### src/rtl/ev_motor_ramp_ctrl.sv
// ev_motor_ramp_ctrl
//   EV traction motor controller: turns accelerator/brake pedal levels into a
//   ramp-limited PWM duty, with a pedal-conflict fault latch and optional
//   regenerative-brake outputs.
//
// Optional feature macro: EV_MOTOR_REGEN_BRAKE_EN
//   defined   -> regen_out / regen_level are registered and active in BRAKE
//   undefined -> regen_out / regen_level are tied to 0, no regen logic
//
// Ports
//   clk          in   rising-edge clock for all state
//   rst_n        in   synchronous active-low reset
//   ena          in   tile enable; low behaves exactly like rst_n low
//   power_en     in   system power request; low forces OFF
//   accel        in   [DATA_W]  accelerator pedal level
//   brake        in   [DATA_W]  brake pedal level
//   pwm_out      out  registered motor PWM
//   duty         out  [PWM_W]   current ramped duty
//   state        out  [3]       OFF=0 IDLE=1 DRIVE=2 BRAKE=3 FAULT=4
//   fault        out  high while in FAULT
//   regen_out    out  regenerative-brake enable
//   regen_level  out  [PWM_W]   regenerative-brake strength
module ev_motor_ramp_ctrl #(
    parameter int DATA_W    = 4,
    parameter int PWM_W     = 8,
    parameter int RAMP_DIV  = 4,
    parameter int RAMP_STEP = 8,
    parameter int FAULT_CYC = 16
) (
    input  logic              clk,
    input  logic              rst_n,
    input  logic              ena,
    input  logic              power_en,
    input  logic [DATA_W-1:0] accel,
    input  logic [DATA_W-1:0] brake,
    output logic              pwm_out,
    output logic [PWM_W-1:0]  duty,
    output logic [2:0]        state,
    output logic              fault,
    output logic              regen_out,
    output logic [PWM_W-1:0]  regen_level
);

    generate
        if (PWM_W < DATA_W) begin : g_bad_pwm_w
            $error("ev_motor_ramp_ctrl: PWM_W must be >= DATA_W");
        end
        if (RAMP_DIV < 1) begin : g_bad_ramp_div
            $error("ev_motor_ramp_ctrl: RAMP_DIV must be >= 1");
        end
    endgenerate

    localparam int SHIFT = PWM_W - DATA_W;
    localparam int PRE_W = (RAMP_DIV > 1) ? $clog2(RAMP_DIV) : 1;
    localparam int FC_W  = $clog2(FAULT_CYC + 1);

    localparam logic [PRE_W-1:0] PRE_LAST = PRE_W'(RAMP_DIV - 1);
    localparam logic [FC_W-1:0]  FC_LAST  = FC_W'(FAULT_CYC - 1);
    localparam logic [PWM_W:0]   STEP1    = (PWM_W + 1)'(RAMP_STEP);
    localparam logic [PWM_W:0]   STEP2    = (PWM_W + 1)'(2 * RAMP_STEP);

    typedef enum logic [2:0] {
        ST_OFF   = 3'd0,
        ST_IDLE  = 3'd1,
        ST_DRIVE = 3'd2,
        ST_BRAKE = 3'd3,
        ST_FAULT = 3'd4
    } state_t;

    state_t            cur_state, next_state;
    logic [PRE_W-1:0]  presc;
    logic [FC_W-1:0]   conf_cnt;
    logic [PWM_W-1:0]  pwm_cnt;
    logic [PWM_W-1:0]  shadow;
    logic [PWM_W-1:0]  shadow_next;
    logic [PWM_W-1:0]  target;
    logic [PWM_W-1:0]  duty_ramp;
    logic [DATA_W-1:0] pedal_diff;
    logic [PWM_W:0]    duty_x, tgt_x;
    logic              active, tick, conflict, conf_hit, reset_now;

    assign reset_now  = !rst_n || !ena;
    assign state      = cur_state;

    // Subtraction only used when accel > brake, so it never wraps.
    assign pedal_diff = accel - brake;
    assign target     = (accel > brake) ? (PWM_W'(pedal_diff) << SHIFT) : '0;
    assign duty_x     = {1'b0, duty};
    assign tgt_x      = {1'b0, target};

    assign active   = (cur_state == ST_IDLE) || (cur_state == ST_DRIVE) ||
                      (cur_state == ST_BRAKE);
    assign tick     = active && (presc == PRE_LAST);
    assign conflict = (&accel) && (&brake);
    // This cycle is the FAULT_CYC-th consecutive conflicting one.
    assign conf_hit = active && conflict && (conf_cnt == FC_LAST);

    always_comb begin
        next_state = cur_state;
        case (cur_state)
            ST_OFF: begin
                if (power_en) next_state = ST_IDLE;
            end
            ST_IDLE, ST_DRIVE, ST_BRAKE: begin
                if (!power_en)                          next_state = ST_OFF;
                else if (conf_hit)                      next_state = ST_FAULT;
                else if ((brake != '0) && (brake >= accel)) next_state = ST_BRAKE;
                else if (accel > brake)                 next_state = ST_DRIVE;
                else                                    next_state = ST_IDLE;
            end
            ST_FAULT: begin
                if (!power_en) next_state = ST_OFF;
            end
            default: next_state = ST_OFF;
        endcase
    end

    // Ramp result applied on a tick; steps are clamped to land on the target.
    always_comb begin
        duty_ramp = duty;
        case (cur_state)
            ST_DRIVE: begin
                if (tgt_x > duty_x)
                    duty_ramp = ((tgt_x - duty_x) > STEP1) ? PWM_W'(duty_x + STEP1) : target;
                else if (tgt_x < duty_x)
                    duty_ramp = ((duty_x - tgt_x) > STEP1) ? PWM_W'(duty_x - STEP1) : target;
            end
            ST_IDLE:  duty_ramp = (duty_x > STEP1) ? PWM_W'(duty_x - STEP1) : '0;
            ST_BRAKE: duty_ramp = (duty_x > STEP2) ? PWM_W'(duty_x - STEP2) : '0;
            default:  duty_ramp = duty;
        endcase
    end

    // pwm_out compares against the shadow value that will hold for this
    // counter slot, so the period starting at counter 0 already uses the
    // freshly latched duty.
    always_comb begin
        shadow_next = shadow;
        if (next_state == ST_FAULT) shadow_next = '0;
        else if (pwm_cnt == '0)     shadow_next = duty;
    end

    always_ff @(posedge clk) begin
        if (reset_now) begin
            cur_state <= ST_OFF;
            presc     <= '0;
            conf_cnt  <= '0;
            pwm_cnt   <= '0;
            shadow    <= '0;
            duty      <= '0;
            pwm_out   <= 1'b0;
            fault     <= 1'b0;
        end else begin
            cur_state <= next_state;
            pwm_cnt   <= pwm_cnt + 1'b1;
            presc     <= (active && !tick) ? presc + 1'b1 : '0;
            conf_cnt  <= (active && conflict) ? conf_cnt + 1'b1 : '0;
            shadow    <= shadow_next;
            pwm_out   <= (pwm_cnt < shadow_next);
            fault     <= (next_state == ST_FAULT);
            if ((next_state == ST_OFF) || (next_state == ST_FAULT))
                duty <= '0;
            else if (tick)
                duty <= duty_ramp;
        end
    end

`ifdef EV_MOTOR_REGEN_BRAKE_EN
    always_ff @(posedge clk) begin
        if (reset_now) begin
            regen_out   <= 1'b0;
            regen_level <= '0;
        end else if (next_state == ST_BRAKE) begin
            regen_out   <= 1'b1;
            regen_level <= PWM_W'(brake) << SHIFT;
        end else begin
            regen_out   <= 1'b0;
            regen_level <= '0;
        end
    end
`else
    assign regen_out   = 1'b0;
    assign regen_level = '0;
`endif

endmodule

### config.mk
export PLATFORM = sky130hd
export DESIGN_NAME = ev_motor_ramp_ctrl
export DESIGN_NICKNAME = d
export VERILOG_FILES = /design/src/rtl/ev_motor_ramp_ctrl.sv
export SDC_FILE = /design/constraint.sdc
export NUM_CORES = 1
export LEC_CHECK = 0
export ABC_AREA = 1
export CAP_MARGIN = 20
export CORE_UTILIZATION = 40
export CTS_BUF_LIST = sky130_fd_sc_hd__clkbuf_8
export CTS_CLUSTER_SIZE = 25
export DETAILED_ROUTE_END_ITERATION = 10
export SETUP_SLACK_MARGIN = 0.02
export SYNTH_ARGS = -nofsm -noshare
export SYNTH_HDL_FRONTEND = slang
export SYNTH_SLANG_ARGS = --single-unit
### constraint.sdc
create_clock -name clk -period 2.85 [get_ports clk]
set_input_delay 0.4275 -clock clk [delete_from_list [all_inputs] [get_ports clk]]
set_output_delay 0.4275 -clock clk [all_outputs]
set_load 0.01 [all_outputs]
---- Word-level counts from Yosys, hierarchy flattened ----
Cells that the tools add are included.
storage, ports and cells
  flip-flop bits (word level) ............. 36
  input bits .............................. 12
operators by class
  $add $sub $neg .......................... 9
  magnitude comparators ................... 9
  eq/ne operators ......................... 8
  multiplexer cells ....................... 17
  bitwise gates (word level) .............. 2
  reductions and logical operators ........ 25
operator list
  kind                                                                              count
  8-bit two-way mux                                                                 9
  8-bit case mux with 3 select lines                                                1
  9-bit by 4-bit greater-than comparator with 1-bit output (second input constant)  2
  8-bit by 8-bit subtractor with 9-bit output                                       2
  8-bit < comparator                                                                2
  3-bit two-way mux                                                                 4
  3-bit case mux with 3 select lines                                                1
  8-bit by 1-bit adder with 8-bit output (second input constant)                    1
  8-bit by 4-bit adder with 8-bit output (second input constant)                    1
  8-bit by 4-bit greater-than comparator with 1-bit output (second input constant)  1
  8-bit by 5-bit greater-than comparator with 1-bit output (second input constant)  1
  8-bit greater-than comparator                                                     1
  8-bit logical NOT                                                                 1
  4-bit AND reduction                                                               2
  8-bit by 4-bit subtractor with 8-bit output (second input constant)               1
  8-bit by 5-bit subtractor with 8-bit output (second input constant)               1
  3-bit by 2-bit equality test with 1-bit output (second input constant)            2
  3-bit equality test (second input constant)                                       2
  1-bit logical AND                                                                 6
  3-bit logical NOT                                                                 2
  2-bit OR reduction                                                                3
  5-bit by 1-bit adder with 5-bit output (second input constant)                    1
  5-bit by 4-bit equality test with 1-bit output (second input constant)            1
  4-bit greater-or-equal comparator                                                 1
  14 further kinds                                                                  21

---- Depth between registers and ports, before layout ----
Gate-level depths: netlist of run 1.
  depth after elaboration ................. 11
  mapped depth ............................ 23
  depth with buffers taken out ............ 23

---- Worst setup path before layout of run 1 ----
No wires, ideal clock.
  kind .................................... input port to flip-flop
  start ................................... input port accel[0]
  end ..................................... register duty[7]
  arrival ................................. 2.910 ns
  required time ........................... 2.733 ns
  setup slack ............................. -0.176 ns
  stages .................................. 22
  path buffers ............................ 0
  cells stage by stage .................... inv_1 -> ha_1 -> inv_1 -> fa_1 -> nand2_1 -> nand3_1 -> nand3_2 -> inv_2 -> nand2_1 -> inv_1 -> ha_1 -> fa_1 -> xor2_2 -> nand3_1 -> nor2_4 -> nand2_4 -> nand3_1 -> nand2_1 -> inv_1 -> nand3_1 -> nand2_1 -> a21oi_2
on the way
  cells in the longest elaborated chain, start to end .. 10
  elaborated cells on any way between the ends .. 31
RTL lines
  element                                                                               RTL line  text
  start: declaration                                                                    34        input logic [DATA_W-1:0] accel,
  branches (longest 10 deep; another with 8-bit by 8-bit subtractor with 9-bit output)  -
  end signal: assignment                                                                164       duty <= duty_ramp;
  end: declaration                                                                      37        output logic [PWM_W-1:0] duty,
Several ways; the timed one is not identified. The select of a mux whose other input is x is not followed.
A chain may end at the register's enable or synchronous reset.

---- Worst setup path after layout of run 1 ----
  start ................................... input port accel[0]
  end ..................................... register duty[5]
Same word-level chain as after synthesis.

==> metrics.cfg, run 1 <==
[power_and_ir_drop]
power_frac_seq = 0.341
combPwrFrac = 0.395
p_total_mw = 1.37
netSwitchingFraction = 0.352
internal_power_mw = 0.886
power.density_mw_per_mm2 = 385
clockPowerShare = 0.264
ir_worst_vdd_mv = 0.268
leakage_nw = 1.61
p_sw_mw = 0.482

[floorplanning]
initial_core_util = 0.412
core_area_sq_mm = 0.00679
die_x_um = 85.7
die_y_um = 85.7
rows = 30
pin_count = 34
die_area_sq_mm = 0.00734

[cts]
cts_tree = yes
cts_buffers = 5
ctsRootBufferMaster = clkbuf_8
clkSinkCount = 33
path_clk_slew_ns = 0.07
clk_latency_ns = 0.28
cts_hold_buf = 0
htree_num_levels = 2
ctsLongestPathBuffers = 2

[logic_synthesis]
yosysTopAreaCell = dfxtp_1
syn_area_sq_mm = 0.00280
synth-edff-count = 0
async_flop_share = 0
synthFlopType = dfxtp_1
synth_top_area_frac = 0.236
yosysSeqAreaShare = 0.236
synth-seq-cells = 33
netlist-cell-type-count = 42
ys_warn_count = 0
synth_top_cells_by_area = dfxtp_1 24%, ha_1 15%, nand2_1 9.9%
avgSynthCellArea_sq_um = 7.02
syn_inst = 399

[placed_design]
postPlaceCellArea_sq_mm = 0.00326
gp_congestion = 0.894
io_buffers = 21
post-place-ws_ns = -0.656
dp_hpwl_um = 5040

[critical_path]
cp_max_fo = 4
worstPathCellList = buf_6 > inv_4 > ha_4 > inv_2 > fa_2 > nand2_2 > nand3_2 > nand3_4 > inv_4 > nand2_4 > inv_4 > ha_4 > fa_2 > nand3_2 > nor2_4 > buf_6 > nand3_1 > nand3_1 > nand3_1 > nand2_1 > a21oi_2
critPathLaunchType = input port
path_class = input port to register
cp_data_arrival_time_ns = 2.93
cp-end-kind = register
crit_slowest_cell = fa_2
cp_slowest_stage_delay_ns = 0.52
cp.required_ns = 3.02

[grt]
grt_max_degree = 19
antenna_found_initial = 0
grt.overflow.total = 0
track_usage = 0.193
grt_pass1_wl_um = 11400
grt_pass1_vias = 2587

[cells_and_area]
layout.nets = 502
synthToLayoutAreaGrowth_pct = 26.8
design_area_sq_mm = 0.00355
antennaDiodeCount = 0
layout-drive-gt1-share = 0.252
n_fill_cell = 695
multi_input_area_sq_mm = 0.00202
ff_latch_area_sq_um = 661

[detailed_routing]
drc = 0
met1Wirelength_um = 3040
avgViaCountPerCell = 4.82
dr_wl_met2_um = 3180
drt_wl_total_um = 6590
vias = 2646
wl_met3_um = 186
top_layer_used = met4
wl_per_cell_um = 12.0
drt_pre_antenna_iters = 4
antenna_left = 0
drt-initial-drc-count = 126

[timing]
finalSetupViolations = 0
setup_slack_ns = 0.0965
hold_viol = 0
final_max_slew_viol_count = 0
post-route-period-util = 0.966
rsz0062_at_grt = true
max_freq_mhz = 363
whs_ns = 0.430
maxSlewHeadroom = 0.585
worst_slew_pin_slew_ns = 0.621
min_period_ns = 2.75
fin_skew_ns = 0.00523

[hold_path]
hp-class = register to register

[outcome]
status = complete, no violations

[job]
cap_viol_max_count = 0

==> layer usage <==
layer  global-route usage  up-vias
met5                    0        -
met4               0.0667        0
met3               0.0318       15
met2                0.352       50
met1                0.228     1201
li1                     -     1380
==> through the flow <==
step	std cells	TNS (ns)	util
3_3_place_gp	535	-2.72	0.480
5_1_grt	549	-0.0464	0.523
6_report	549	0	0.523
4_1_cts	545	0	0.505
3_5_place_dp	535	-3.12	0.480
2_1_floorplan	410	0	-
==> path summary, 6_finish.rpt <==
| check | from | endpoint | slack [ns] | depth (start not counted) |
|---|---|---|---|---|
| worst max-delay path | accel[0] | duty[5]$_SDFFE_PP0P_ | 0.1 | 21 |
| worst max register to register | pwm_cnt[4]$_SDFF_PP0_ | pwm_out$_SDFF_PP0_ | 0.61 | 10 |
| worst min register to register | presc[0]$_SDFF_PP0_ | presc[0]$_SDFF_PP0_ | 0.43 | 1 |
| worst min-delay path | presc[0]$_SDFF_PP0_ | presc[0]$_SDFF_PP0_ | 0.43 | 1 |
==> worst max-delay path, delay by kind of cell <==
kind	cells	cell delay [ns]
buffers and inverters	6	0.39
adders and majority gates	4	1.13
AOI/OAI and AO/OA	1	0.05
and+or+nand+nor	10	0.89
==> sequential cells by signal, indices dropped and copies added (netlist names) <==
signal	flops
conf_cnt	5
duty	5
fault	1
presc	2
pwm_cnt	8
pwm_out	1
shadow	8
state	3
==> Yosys cell counts, drive strengths merged, types with 2 or more instances <==
cell type   n
nand3      43
ha         34
xor2        8
buf        15
nand4       9
o21ai      13
nand2      82
nor4        3
fa          3
nor2       50
xnor2       2
a21oi      24
clkbuf      3
nor3        9
dfxtp      33
inv        57
==> cells in the final DEF (no fill, tap or decap), types with 4 or more instances in the layout <==
| cell type | n |
|---|---|
| nand2_1 | 69 |
| nor2_1 | 43 |
| inv_1 | 41 |
| nand3_1 | 36 |
| dfxtp_1 | 33 |
| buf_4 | 32 |
| ha_1 | 26 |
| a21oi_1 | 16 |
| clkdlybuf4s50_1 | 13 |
| inv_2 | 12 |
| conb_1 | 12 |
| nand4_1 | 9 |
| o21ai_0 | 9 |
| nand2_2 | 8 |
| a21oi_2 | 8 |
| ha_4 | 8 |
| xor2_1 | 7 |
| nand3_2 | 6 |
| nor3_1 | 6 |
| clkbuf_8 | 6 |
| nand2_4 | 5 |
| inv_4 | 4 |
| nor2_2 | 4 |
==> power groups by stage <==
stage / Clock (mW) / Sequential (mW) / Combinational [mW]
floorplan: 0 / 0.477 / 0.342
finish: 0.360 / 0.467 / 0.540
CTS: 0.369 / 0.467 / 0.484
global placement: 0 / 0.477 / 0.454
global route: 0.394 / 0.467 / 0.601
detailed placement: 0 / 0.477 / 0.464
==> logic make-up (layout without fill, tap and decap cells) <==
kind of cell,Yosys count,count (layout),share of synthesized area
AO/OA/AOI/OAI,43,43,0.0911
buffers and inverters,75,118,0.124
adder cells (fa/ha/maj),37,37,0.173
other,1,12,0.00134
multiplexers,1,1,0.00357
AND/OR/NAND/NOR,199,199,0.337
flip-flops,33,33,0.236
XOR/XNOR,10,10,0.0339
==> cell type report <==
class / instances / area share
flip-flops and latches: 33 / 0.186
repair buffers: 54 / 0.124
clock inverters: 1 / 0.00211
inverters: 57 / 0.0631
multi-input cells: 302 / 0.568
well taps: 96 / 0.0338
clock buffers: 6 / 0.0233
==> repair_timing <==
item | CTS | global route
setup buffers | 3 | 4
resized for setup | 33 | 26
cloned | 0 | 0
pin swaps | 14 | 22
setup endpoints to repair | 5 | 5
Note: power is estimated with default switching activity, not from simulation.
==> inputs of run 2 (changes only) <==
SKIP_CTS_REPAIR_TIMING = 1   (was default)
==> metrics.cfg, run 2 (synthesis gave the netlist of run 1 again) <==
[outcome]
status = finished, violations left
violations = setup timing

[cells_and_area]
multi_input_area_sq_mm = 0.00202
final_common_cell = nand2_1
mostFrequentLayoutCells = 68 x nand2_1, 44 x inv_1, 43 x nor2_1
antennaDiodeCount = 0
layout-drive-gt1-share = 0.236
n_fill_cell = 687
fin_cells = 546
synthToLayoutAreaGrowth_pct = 27.1
top_regs = pwm_cnt: 8 flops, shadow: 8 flops
layout.nets = 499
ff_latch_area_sq_um = 661

[critical_path]
worstReg2RegStart = duty[4]$_SDFFE_PP0P_
cp.required_ns = 3.02
r2r_end = duty[3]$_SDFFE_PP0P_
cp_max_fo = 7
cp-end-kind = register
critPathLaunch = accel[0]
path_class = input port to register
crit_end = duty[3]$_SDFFE_PP0P_
ff2ff_path_depth = 12
ff2ff_setup_slack_ns = 0.57
critPathLaunchType = input port
cp_data_arrival_time_ns = 3.06

[placed_design]
post-place-ws_ns = -0.656
dp.cells = 535
io_buffers = 21
gp_congestion = 0.894
dp_hpwl_um = 5040

[timing]
fin_skew_ns = 0.00547
maxSlewHeadroom = 0.585
min_period_ns = 2.89
final_max_slew_viol_count = 0
rsz0062_at_grt = true
post-route-period-util = 1.02
worst_slew_pin_slew_ns = 0.620
max_freq_mhz = 345
finalSetupViolations = 3
hold_viol = 0
setup_slack_ns = -0.0449

[detailed_routing]
drt-initial-drc-count = 108
avgViaCountPerCell = 4.82
antenna_left = 0
dr_wl_met2_um = 3160
drt_pre_antenna_iters = 4
met1Wirelength_um = 2980
drc = 0
wl_per_cell_um = 11.9
drt_wl_total_um = 6490
vias = 2634
top_layer_used = met4
wl_met3_um = 204

[floorplanning]
core_area_sq_mm = 0.00679
die_area_sq_mm = 0.00734
die_x_um = 85.7
initial_core_util = 0.412
die_y_um = 85.7
rows = 30
pin_count = 34

[power_and_ir_drop]
power.density_mw_per_mm2 = 382
power_frac_seq = 0.343
leakage_nw = 1.65
clockPowerShare = 0.264
p_sw_mw = 0.477
combPwrFrac = 0.393
ir_worst_vdd_mv = 0.268
netSwitchingFraction = 0.351
internal_power_mw = 0.883

[grt]
track_usage = 0.188
grt.overflow.total = 0
grt_pass1_vias = 2581
antenna_found_initial = 0
grt_pass1_wl_um = 11200
grt_max_degree = 19

[cts]
clk_latency_ns = 0.28
cts_buffers = 5
cts_tree = yes
clkSinkCount = 33
htree_num_levels = 2
path_clk_slew_ns = 0.07
ctsRootBufferMaster = clkbuf_8
ctsLongestPathBuffers = 2

[job]
cap_viol_max_count = 0

[hold_path]
hp-class = register to register

==> run 2: cell type report <==
cell class / count / area share
repair buffers: 51 / 0.126
flip-flops and latches: 33 / 0.186
well taps: 96 / 0.0337
inverters: 57 / 0.0629
clock buffers: 6 / 0.0232
multi-input cells: 302 / 0.566
clock inverters: 1 / 0.00211
==> run 2: power by group through the flow <==
| stage | registers, mW | clock network [mW] | logic [mW] |
|---|---|---|---|
| after floorplan | 0.477 | 0 | 0.342 |
| after CTS | 0.467 | 0.369 | 0.465 |
| after detailed placement | 0.477 | 0 | 0.464 |
| after global routing | 0.467 | 0.394 | 0.596 |
| after global placement | 0.477 | 0 | 0.454 |
| final | 0.467 | 0.359 | 0.535 |
==> run 2: how the worst min path moves through the flow <==
stage,from,end,slack [ns],depth (start not counted)
after floorplan,presc[0]$_SDFF_PP0_,presc[0]$_SDFF_PP0_,0.40,1
after global placement,presc[0]$_SDFF_PP0_,presc[0]$_SDFF_PP0_,0.41,1
after detailed placement,presc[0]$_SDFF_PP0_,presc[0]$_SDFF_PP0_,0.42,1
after CTS,presc[0]$_SDFF_PP0_,presc[0]$_SDFF_PP0_,0.43,1
after global routing,presc[0]$_SDFF_PP0_,presc[0]$_SDFF_PP0_,0.45,1
final,presc[0]$_SDFF_PP0_,presc[0]$_SDFF_PP0_,0.43,1
==> run 2: critical path, stage by stage <==
cell,delay [ns]
buf_6,0.10
inv_4,0.04
ha_4,0.11
inv_2,0.04
fa_2,0.37
nand2_2,0.09
nand3_2,0.07
nand3_2,0.11
inv_4,0.05
nand2_4,0.07
inv_4,0.05
ha_4,0.15
fa_2,0.40
xor2_2,0.17
nand3_2,0.10
nor2_4,0.13
nand2_4,0.10
buf_4,0.15
nor2_4,0.07
nor3_2,0.04
o21ai_1,0.11
a21oi_1,0.09
==> run 2: stage by stage <==
| stage | setup TNS [ns] | util | hold WS (ns) | power [mW] | instance area, sq um |
|---|---|---|---|---|---|
| 6_report | -0.0635 | 0.524 | 0.430 | 1.36 | 3560 |
| 5_1_grt | -0.613 | 0.524 | 0.446 | 1.46 | 3560 |
| 4_1_cts | -1.65 | 0.493 | 0.433 | 1.30 | 3350 |
| 3_5_place_dp | -3.12 | 0.480 | 0.423 | 0.941 | 3260 |
| 3_3_place_gp | -2.72 | 0.480 | 0.409 | 0.931 | 3260 |
| 2_1_floorplan | 0 | - | 0.398 | 0.820 | 2860 |
==> run 2: metal layers <==
layer / track usage / up-vias
met5: 0 / -
met4: 0.0636 / 0
met3: 0.0308 / 12
met2: 0.337 / 48
met1: 0.227 / 1195
li1: - / 1379
